===== src/rtl/xbtn_debounce.sv =====
// Push-button conditioner: two-flop synchroniser, per-button debounce FSM and sticky press-event latch.
// Optional macro BTN_AUTOREPEAT_EN re-sets the event bit every REPEAT_CYCLES while a button stays held.
//
// state       | meaning
// ------------+--------------------------------------------------
// IDLE        | button released and stable
// DEB_PRESS   | synchronised input high, counting towards accept
// PRESSED     | button accepted as held, btn_level = 1
// DEB_RELEASE | synchronised input low, counting towards release
module xbtn_debounce #(
   parameter int N_BTN         = 4,
   parameter int DB_CYCLES     = 1000000,
   parameter int CNT_W         = 20,
   parameter int REPEAT_CYCLES = 25000000
) (
   input  logic             clk,
   input  logic             rst,
   input  logic [N_BTN-1:0] btn_in,
   input  logic             rd_clr,
   output logic [N_BTN-1:0] btn_level,
   output logic [N_BTN-1:0] btn_event
);

   typedef enum logic [1:0] {
      IDLE        = 2'd0,
      DEB_PRESS   = 2'd1,
      PRESSED     = 2'd2,
      DEB_RELEASE = 2'd3
   } state_t;

   localparam logic [CNT_W-1:0] CNT_LAST = CNT_W'(DB_CYCLES - 1);

   logic [N_BTN-1:0] s1_q;
   logic [N_BTN-1:0] s2_q;
   logic [N_BTN-1:0] set_d;
   logic [N_BTN-1:0] event_d;
   logic [N_BTN-1:0] event_q;

   always_ff @(posedge clk) begin
      if (rst) begin
         s1_q <= '0;
         s2_q <= '0;
      end else begin
         s1_q <= btn_in;
         s2_q <= s1_q;
      end
   end

   for (genvar gi = 0; gi < N_BTN; gi++) begin : g_btn
      state_t           state_q;
      logic [CNT_W-1:0] cnt_q;
      logic             level_q;
      logic             hit_press;

      assign hit_press = (state_q == DEB_PRESS) && s2_q[gi] && (cnt_q == CNT_LAST);

      always_ff @(posedge clk) begin
         if (rst) begin
            state_q <= IDLE;
            cnt_q   <= '0;
            level_q <= 1'b0;
         end else begin
            case (state_q)
               IDLE: begin
                  if (s2_q[gi]) begin
                     state_q <= DEB_PRESS;
                     cnt_q   <= '0;
                  end
               end
               DEB_PRESS: begin
                  if (!s2_q[gi]) begin
                     state_q <= IDLE;
                  end else if (cnt_q == CNT_LAST) begin
                     state_q <= PRESSED;
                     level_q <= 1'b1;
                  end else begin
                     cnt_q <= cnt_q + CNT_W'(1);
                  end
               end
               PRESSED: begin
                  if (!s2_q[gi]) begin
                     state_q <= DEB_RELEASE;
                     cnt_q   <= '0;
                  end
               end
               DEB_RELEASE: begin
                  // a short low glitch returns straight to PRESSED without a new event
                  if (s2_q[gi]) begin
                     state_q <= PRESSED;
                  end else if (cnt_q == CNT_LAST) begin
                     state_q <= IDLE;
                     level_q <= 1'b0;
                  end else begin
                     cnt_q <= cnt_q + CNT_W'(1);
                  end
               end
               default: begin
                  state_q <= IDLE;
                  cnt_q   <= '0;
                  level_q <= 1'b0;
               end
            endcase
         end
      end

      assign btn_level[gi] = level_q;

`ifdef BTN_AUTOREPEAT_EN
      localparam int REP_W = (REPEAT_CYCLES > 2) ? $clog2(REPEAT_CYCLES) : 1;
      localparam logic [REP_W-1:0] REP_LAST = REP_W'(REPEAT_CYCLES - 1);

      logic [REP_W-1:0] rep_q;
      logic             hit_rep;

      // counter only advances while the button stays settled in PRESSED
      assign hit_rep = (state_q == PRESSED) && s2_q[gi] && (rep_q == REP_LAST);

      always_ff @(posedge clk) begin
         if (rst) begin
            rep_q <= '0;
         end else if ((state_q == PRESSED) && s2_q[gi]) begin
            rep_q <= hit_rep ? '0 : rep_q + REP_W'(1);
         end else begin
            rep_q <= '0;
         end
      end

      assign set_d[gi] = hit_press | hit_rep;
`else
      assign set_d[gi] = hit_press;
`endif
   end

   // a bit being set wins over a simultaneous read-clear
   assign event_d = set_d | (event_q & ~{N_BTN{rd_clr}});

   always_ff @(posedge clk) begin
      if (rst) begin
         event_q <= '0;
      end else begin
         event_q <= event_d;
      end
   end

   assign btn_event = event_q;

endmodule


===== config.mk =====
export PLATFORM = sky130hd
export DESIGN_NAME = xbtn_debounce
export DESIGN_NICKNAME = d
export VERILOG_FILES = /design/src/rtl/xbtn_debounce.sv
export SDC_FILE = /design/constraint.sdc
export NUM_CORES = 1
export LEC_CHECK = 0
export ABC_AREA = 0
export BUFFER_PORTS_ARGS = -buffer_cell sky130_fd_sc_hd__clkbuf_2
export CORE_ASPECT_RATIO = 0.75
export CORE_MARGIN = 2
export CORE_UTILIZATION = 30
export DETAILED_ROUTE_END_ITERATION = 8
export PLACE_DENSITY = 0.51
export SETUP_SLACK_MARGIN = 0.3
export SLEW_MARGIN = 40
export SYNTH_ARGS = -nofsm -noshare
export SYNTH_HDL_FRONTEND = slang
export SYNTH_SLANG_ARGS = --single-unit

===== constraint.sdc =====
create_clock -name clk -period 3.3 [get_ports clk]
set_input_delay 0.495 -clock clk [delete_from_list [all_inputs] [get_ports clk]]
set_output_delay 0.495 -clock clk [all_outputs]
set_load 0.05 [all_outputs]

; ---- After elaboration in Yosys (flattened, before gate mapping)
; Index checks and enable logic that the tools add are counted.
[totals]
reg_bits = 104
input_bits = 7
out_inout_bits = 8
wordCells = 170
[classes]
addsub = 4
n_eq_ne = 48
mux = 72
bitwise = 3
reduce_logical = 28
[ops]
columns = cell, count
row1 = $mux W20, 20
row2 = $pmux W20 S4, 4
row3 = $add A20 B1 Y20 const B, 4
row4 = $eq A20 B20 Y1 const B, 4
row5 = $mux W2, 24
row6 = $ne A2 B2 Y1 const B, 20
row7 = $pmux W2 S4, 4
row8 = $reduce_and A4 Y1, 8
row9 = $reduce_and A5 Y1, 4
row10 = $eq A2 B2 Y1 const B, 8
row11 = $mux W1, 16
row12 = $ne A3 B2 Y1 const B, 4
row13 = $ne A3 B3 Y1 const B, 4
row14 = $eq A2 B1 Y1 const B, 4
row15 = $logic_and A1 B1 Y1, 8
row16 = $logic_not A2 Y1, 4
row17 = $ne A2 B1 Y1 const B, 4
row18 = $pmux W1 S2, 4
row19 = $reduce_bool A2 Y1, 4
row20 = $and A4 B4 Y4, 1
row21 = $not A4 Y4, 1
row22 = $or A4 B4 Y4, 1

; ---- Depth between registers and ports, before layout
; Gate-level depths: netlist of run 1.
[logic_depth]
word_depth = 4
depth_mapped = 8
mapped_depth_nobuf = 6

; ---- Worst setup path before layout of run 1
; No wires, ideal clock.
[synth_timing]
path_kind = reg-to-reg
start = reg g_btn[1].cnt_q[11]
end = reg g_btn[1].cnt_q[17]
setup_time_ns = 0.122
t_arrival_ns = 2.188
required_ns = 3.178
path_slack_ns = 0.990
stages_incl_launch_ff = 8
n_path_buf = 2
period_less_slack_ns = 2.310
path_cell_list = dfxtp_1 buf_6 or4_1 or4_1 buf_2 o31a_4 and3_1 a221o_1
[synth_via]
elab_chain_cells = 4
elab_cells_between_ends = 6
cone_classes = add/sub (1) / eq/ne (1) / mux (4)
[synth_lines]
columns = item, line
row1 = start: declaration, 51  ; logic [CNT_W-1:0] cnt_q;
row2 = start signal: assignment, 77  ; cnt_q <= cnt_q + CNT_W'(1);
row3 = start signal: assignment, 94  ; cnt_q <= cnt_q + CNT_W'(1);
row4 = $add A20 B1 Y20 / $eq A20 B20 Y1 (equally long branches), -
row5 = $mux W20 (*), "73, 90"
row6 = "$mux W20, on equally long branches", "88, 71"
row7 = $pmux W20 S4 (*), 63  ; case (state_q)
; Every way passes the cells marked *; elsewhere a longest branch is shown, timed or not. The select of a mux whose other input is x is not followed.
; A chain may end at the register's enable or synchronous reset.

; ---- Worst setup path in the final report of run 1
[layout_timing]
start = reg g_btn[3].cnt_q[7]
end = reg g_btn[3].cnt_q[13]
[layout_via]
elab_chain_cells = 4
elab_cells_between_ends = 6
cone_classes = add/sub (1) / eq/ne (1) / mux (4)
[layout_lines]
columns = item, line
row1 = start: declaration, 51
row2 = start signal: assignment, 77
row3 = start signal: assignment, 94
row4 = $add A20 B1 Y20 / $eq A20 B20 Y1 (equally long branches), -
row5 = $mux W20 (*), "73, 90"
row6 = "$mux W20, on equally long branches", "88, 71"
row7 = $pmux W20 S4 (*), 63
; Marked as above.

==> flow_summary.yaml, run 1 <==
outcome:
  status: "completed"
yosys:
  seq_area_frac_synth_pct: 40.2
  syn_area_sq_um: 5180
  synthCells: 623
  yosysWarnings: 0
  synth.distinct_cells: 60
  synth_edf_count: 0
  syn_avg_cell_area_sq_um: 8.32
  synthArstFlopShare_pct: 0
  syn_nets: 634
  synth_flop_cell: "dfxtp_1"
  synth-seq-cells: 104
sta:
  finalHoldViolCount: 0
  setup_violations: 0
  fin_tns_setup_ns: 0
  period_share_pct: 75.2
  fmax_mhz: 403
  timing.slew.headroom_pct: 47.1
  period_minus_slack_ns: 2.48
  worst_pin_slew_ns: 0.793
  timing.hold.ws_ns: 0.365
  fin_worst_skew_ns: 0.00710
  final_max_slew_viol_count: 0
  rsz0062_at_grt: "no"
  setup_slack_ns: 0.817
floorplan:
  coreArea_sq_um: 16900
  io-pin-count: 15
  start_util_pct: 30.7
  die_w_um: 156
  dieHeight_um: 118
  die_area_sq_um: 18400
  row_count: 41
finish:
  fin_nets: 634
  utilization_pct: 33.9
  final_common_cell: "dfxtp_1"
  area_growth_pct: 10.4
  fin_area_sq_um: 5730
  diodes: 0
  final_cell_mix: "104 x dfxtp_1, 54 x a21oi_1, 47 x nand2_1"
  drive_gt1_share_pct: 9.08
  layout.cells.non_filler: 843
  num-fill-cells: 1695
route:
  drtIter0Drc: 404
  via_count: 4600
  via_per_inst: 5.46
  wire_per_inst_um: 14.6
  drt-pass1-iter-count: 5
  drc: 0
  routed_wirelength_um: 12300
  antenna_left: 0
setup_path:
  path_class: "flop to flop"
  crit_fanout: 15
  cp-start-kind: "flop"
  critPathArrivalTime_ns: 2.76
  end_kind: "flop"
  crit_required_ns: 3.57
clock_tree:
  cts_tree: "yes"
  clk_pin_slew_ns: 0.07
  postCtsHoldBufs: 0
  ctsHtreeMaxLevel: 3
  cts-root-buf: "clkbuf_16"
  cts_sinks: 104
  numCtsBuffers: 9
  post_cts_buffers: 0
  cts_max_path_buffers: 2
  clk_latency_ns: 0.34
  cts_resized: 0
placed_design:
  placed_area_sq_um: 5430
  pre_cts_ws_ns: 0.849
  dp.cells: 826
  dp_hpwl_um: 8620
  port_buffers: 14
  routabilityCongestion: 0.785
power:
  powerDensity_nw_per_um2: 435
  leakage_nw: 1.85
  vdd_drop_max_mv: 0.228
  total_power_mw: 2.49
global_route:
  grt_pass1_wl_um: 21300
  antenna_found_initial: 0
  groute.usage.overall_pct: 13.9
  grt_pass1_vias: 4321
  grt_max_degree: 51
  grt.overflow.total: 0
job:
  drv_cap: 0
worst_hold_path:
  hp-class: "input port to flop"
worst max-delay path, stage by stage (launching register included):
cell     delay (ns)
dfxtp_1        0.38
or4b_2         0.69
nor4_1         0.56
a31o_2         0.44
or4_1          0.19
mux2i_1        0.16
routing by layer:
metal / vias to the layer above / wire length (um) / track usage [%] / part of all wire (%)
met5: - / 0 / 0 / 0
met1: 2172 / 6360 / 20.7 / 52
met2: 111 / 5250 / 20.5 / 43
met3: 9 / 578 / 3.06 / 4.7
met4: 0 / 74 / 2.58 / 0.60
li1: 2308 / - / - / -
sequential cells by signal, summed over array words and instances, names as in the netlist, named ones only:
name,count
g_btn.cnt_q,80
g_btn.level_q,4
btn_event,4
s2_q,4
g_btn.state_q,4
s1_q,4
kinds of logic (layout without fill, tap and decap cells):
kind of cell    Yosys count  after routing  share of synthesized area (%)
xor+xnor                 24             24                           4.05
compound gates          151            151                           18.4
simple gates            277            277                           30.0
flops                   104            104                           40.2
buf+inv                  52             57                           4.30
mux                      11             11                           2.12
fa+ha+maj                 4              4                          0.965
power by group:
part           leakage (nW)  internal [mW]  switching [mW]  total (mW)
Clock                 0.146          0.589           0.491        1.08
Combinational         0.867         0.0338          0.0894       0.123
Sequential            0.840           1.27          0.0160        1.29
synthesized netlist by cell type, types with 4 or more instances:
library cell	count	share of area [%]
and3_1	15	1.8
o31ai_1	14	2.0
o21ai_0	35	3.4
nand3b_1	4	0.58
inv_1	19	1.4
or4b_2	4	0.77
or3_1	18	2.2
o311ai_0	5	0.84
nor4_1	8	0.97
mux2i_1	11	2.1
buf_2	4	0.39
nor3_1	11	1.1
and2_1	4	0.48
a21oi_1	54	5.2
xor2_1	8	1.4
dfxtp_1	104	40
ha_1	4	0.97
xnor2_1	16	2.7
nor2_1	42	3.0
nand2b_1	4	0.48
or2_2	8	0.97
nand4_1	21	2.5
nand2_1	47	3.4
and4_1	7	1.2
nor2b_1	13	1.6
o211ai_1	6	0.87
nand3_1	36	3.5
or4_1	19	2.8
clkbuf_1	23	1.7
a31oi_1	4	0.48
buf_4	4	0.58
worst paths after layout:
check | to | slack [ns] | start | depth (start not counted)
setup / recovery | g_btn[3].cnt_q[13] | 0.82 | g_btn[3].cnt_q[7] | 5
hold / removal | s1_q[2] | 0.37 | btn_in[2] | 2
setup reg to reg | g_btn[3].cnt_q[13] | 0.82 | g_btn[3].cnt_q[7] | 5
hold reg to reg | s2_q[2] | 0.44 | s1_q[2] | 1
cell type report:
cell class              count  area [sq um]  share of cell area (%)
well taps                 215           269                    4.70
clock buffers               9           225                    3.93
clock inverters             7          70.1                    1.22
multi-input cells         467          2880                    50.3
repair buffers             22           128                    2.23
flip-flops and latches    104          2080                    36.4
inverters                  19          71.3                    1.25
Power figures use the tool's default switching activity.
==> inputs of run 2 (changes only) <==
- PLACE_DENSITY: 0.51 -> 0.53
- clock period: 3.3 -> 2 ns (I/O delays scaled with it)
==> flow_summary.yaml, run 2 (synthesized netlist as in run 1, its figures left out) <==
outcome:
  status: "finished with violations"
  violations: "setup timing"
global_route:
  grt_pass1_wl_um: 23700
  grt_max_degree: 31
  grt_pass1_vias: 4849
  antenna_found_initial: 0
  groute.usage.overall_pct: 15.5
  grt.overflow.total: 0
sta:
  period_minus_slack_ns: 2.27
  period_share_pct: 113
  rsz0062_at_grt: "yes"
  fin_worst_skew_ns: 0.00785
  worst_pin_slew_ns: 0.489
  final_max_slew_viol_count: 0
  fmax_mhz: 441
  timing.slew.headroom_pct: 67.4
  setup_slack_ns: -0.268
  timing.hold.ws_ns: 0.151
  setup_violations: 30
  finalHoldViolCount: 0
placed_design:
  dp.cells: 889
  port_buffers: 14
  routabilityCongestion: 0.822
  dp_hpwl_um: 9460
  placed_area_sq_um: 6100
finish:
  top_register: "g_btn.cnt_q"
  area_growth_pct: 42.4
  final_common_cell: "buf_4"
  final_cell_mix: "76 x buf_4, 71 x dfxtp_1, 41 x nor2_1"
  layout.cells.non_filler: 940
  num-fill-cells: 1575
  drive_gt1_share_pct: 39.9
  fin_area_sq_um: 7390
  diodes: 0
  largest_register_ffs: 80
  fin_nets: 731
clock_tree:
  cts-root-buf: "clkbuf_16"
  cts_tree: "yes"
  ctsHtreeMaxLevel: 3
  cts_max_path_buffers: 2
  numCtsBuffers: 9
  clk_pin_slew_ns: 0.08
  postCtsHoldBufs: 0
  clk_latency_ns: 0.35
  cts_sinks: 104
setup_path:
  crit_fanout: 6
  slowest_delay_ns: 0.55
  critPathArrivalTime_ns: 2.53
  cp-start-kind: "flop"
  critical_path.top_delay_family: "simple AND/OR/NAND/NOR gates"
  end_kind: "flop"
  path_class: "flop to flop"
  crit_buf_inv: 1
  crit_slowest_cell: "or4_4"
  path_cells: "or4b_4, or4_4, buf_6, nor2_4, nor2_1, a311oi_1"
  crit_required_ns: 2.26
power:
  vdd_drop_max_mv: 0.412
  total_power_mw: 4.38
  leakage_nw: 2.52
  powerDensity_nw_per_um2: 594
route:
  drtIter0Drc: 303
  routed_wirelength_um: 14300
  drt-pass1-iter-count: 5
  via_per_inst: 5.45
  antenna_left: 0
  via_count: 5125
  drc: 0
  wire_per_inst_um: 15.2
floorplan:
  row_count: 41
  dieHeight_um: 118
  die_area_sq_um: 18400
  io-pin-count: 15
  coreArea_sq_um: 16900
  die_w_um: 156
  start_util_pct: 30.7
worst_hold_path:
  hp-class: "input port to flop"
job:
  drv_cap: 0
==> run 2: power by group <==
group | switching [mW] | internal, mW | total, mW | leakage [nW]
sequential | 0.0301 | 2.09 | 2.12 | 0.859
clock | 0.860 | 1.11 | 1.97 | 0.153
combinational | 0.186 | 0.110 | 0.296 | 1.51
total | 1.08 | 3.31 | 4.38 | 2.52
==> run 2: final timing paths <==
| kind | start | to | slack, ns | cells after the start |
|---|---|---|---|---|
| worst min-delay path | btn_in[0] | s1_q[0] | 0.15 | 2 |
| worst max register to register | g_btn[1].cnt_q[7] | g_btn[1].cnt_q[16] | -0.27 | 6 |
| worst min register to register | s1_q[2] | s2_q[2] | 0.44 | 1 |
| worst max-delay path | g_btn[1].cnt_q[7] | g_btn[1].cnt_q[16] | -0.27 | 6 |
==> run 2: through the flow <==
stage	setup WS (ns)	util [%]	setup TNS, ns
global route	-0.261	43.8	-6.78
floorplan	-0.309	-	-2.60
finish	-0.268	43.8	-4.07
global placement	-0.268	36.2	-3.98
detailed placement	-0.286	36.2	-3.98
CTS	-0.192	41.1	-3.26
==> run 2: repair_timing <==
action	CTS	global route
setup buffers	22	10
pin swaps	43	60
hold endpoints to repair	0	0
resized for setup	79	102
endpoints found under the setup margin	88	94
gates cloned	2	1
==> run 2: worst register-to-register path, stage by stage (launching register included) <==
cell      delay (ns)
dfxtp_2         0.33
or4b_4          0.53
or4_4           0.55
buf_6           0.16
nor2_4          0.16
nor2_1          0.12
a311oi_1        0.32
==> run 2: per-layer routing <==
layer  track usage, %  routed length (um)
met1             22.0                6950
met2             24.0                6600
met3             3.46                 594
met4             3.78                 164
met5                0                   0
==> run 2: layout make-up <==
| class | count | area [sq um] | area share [%] |
|---|---|---|---|
| sequential | 104 | 2140 | 29.0 |
| inverter | 19 | 71.3 | 0.966 |
| tap | 215 | 269 | 3.64 |
| clock buffer | 9 | 225 | 3.05 |
| multi-input combinational | 468 | 3570 | 48.4 |
| clock inverter | 7 | 101 | 1.37 |
| timing repair buffer | 118 | 1010 | 13.6 |
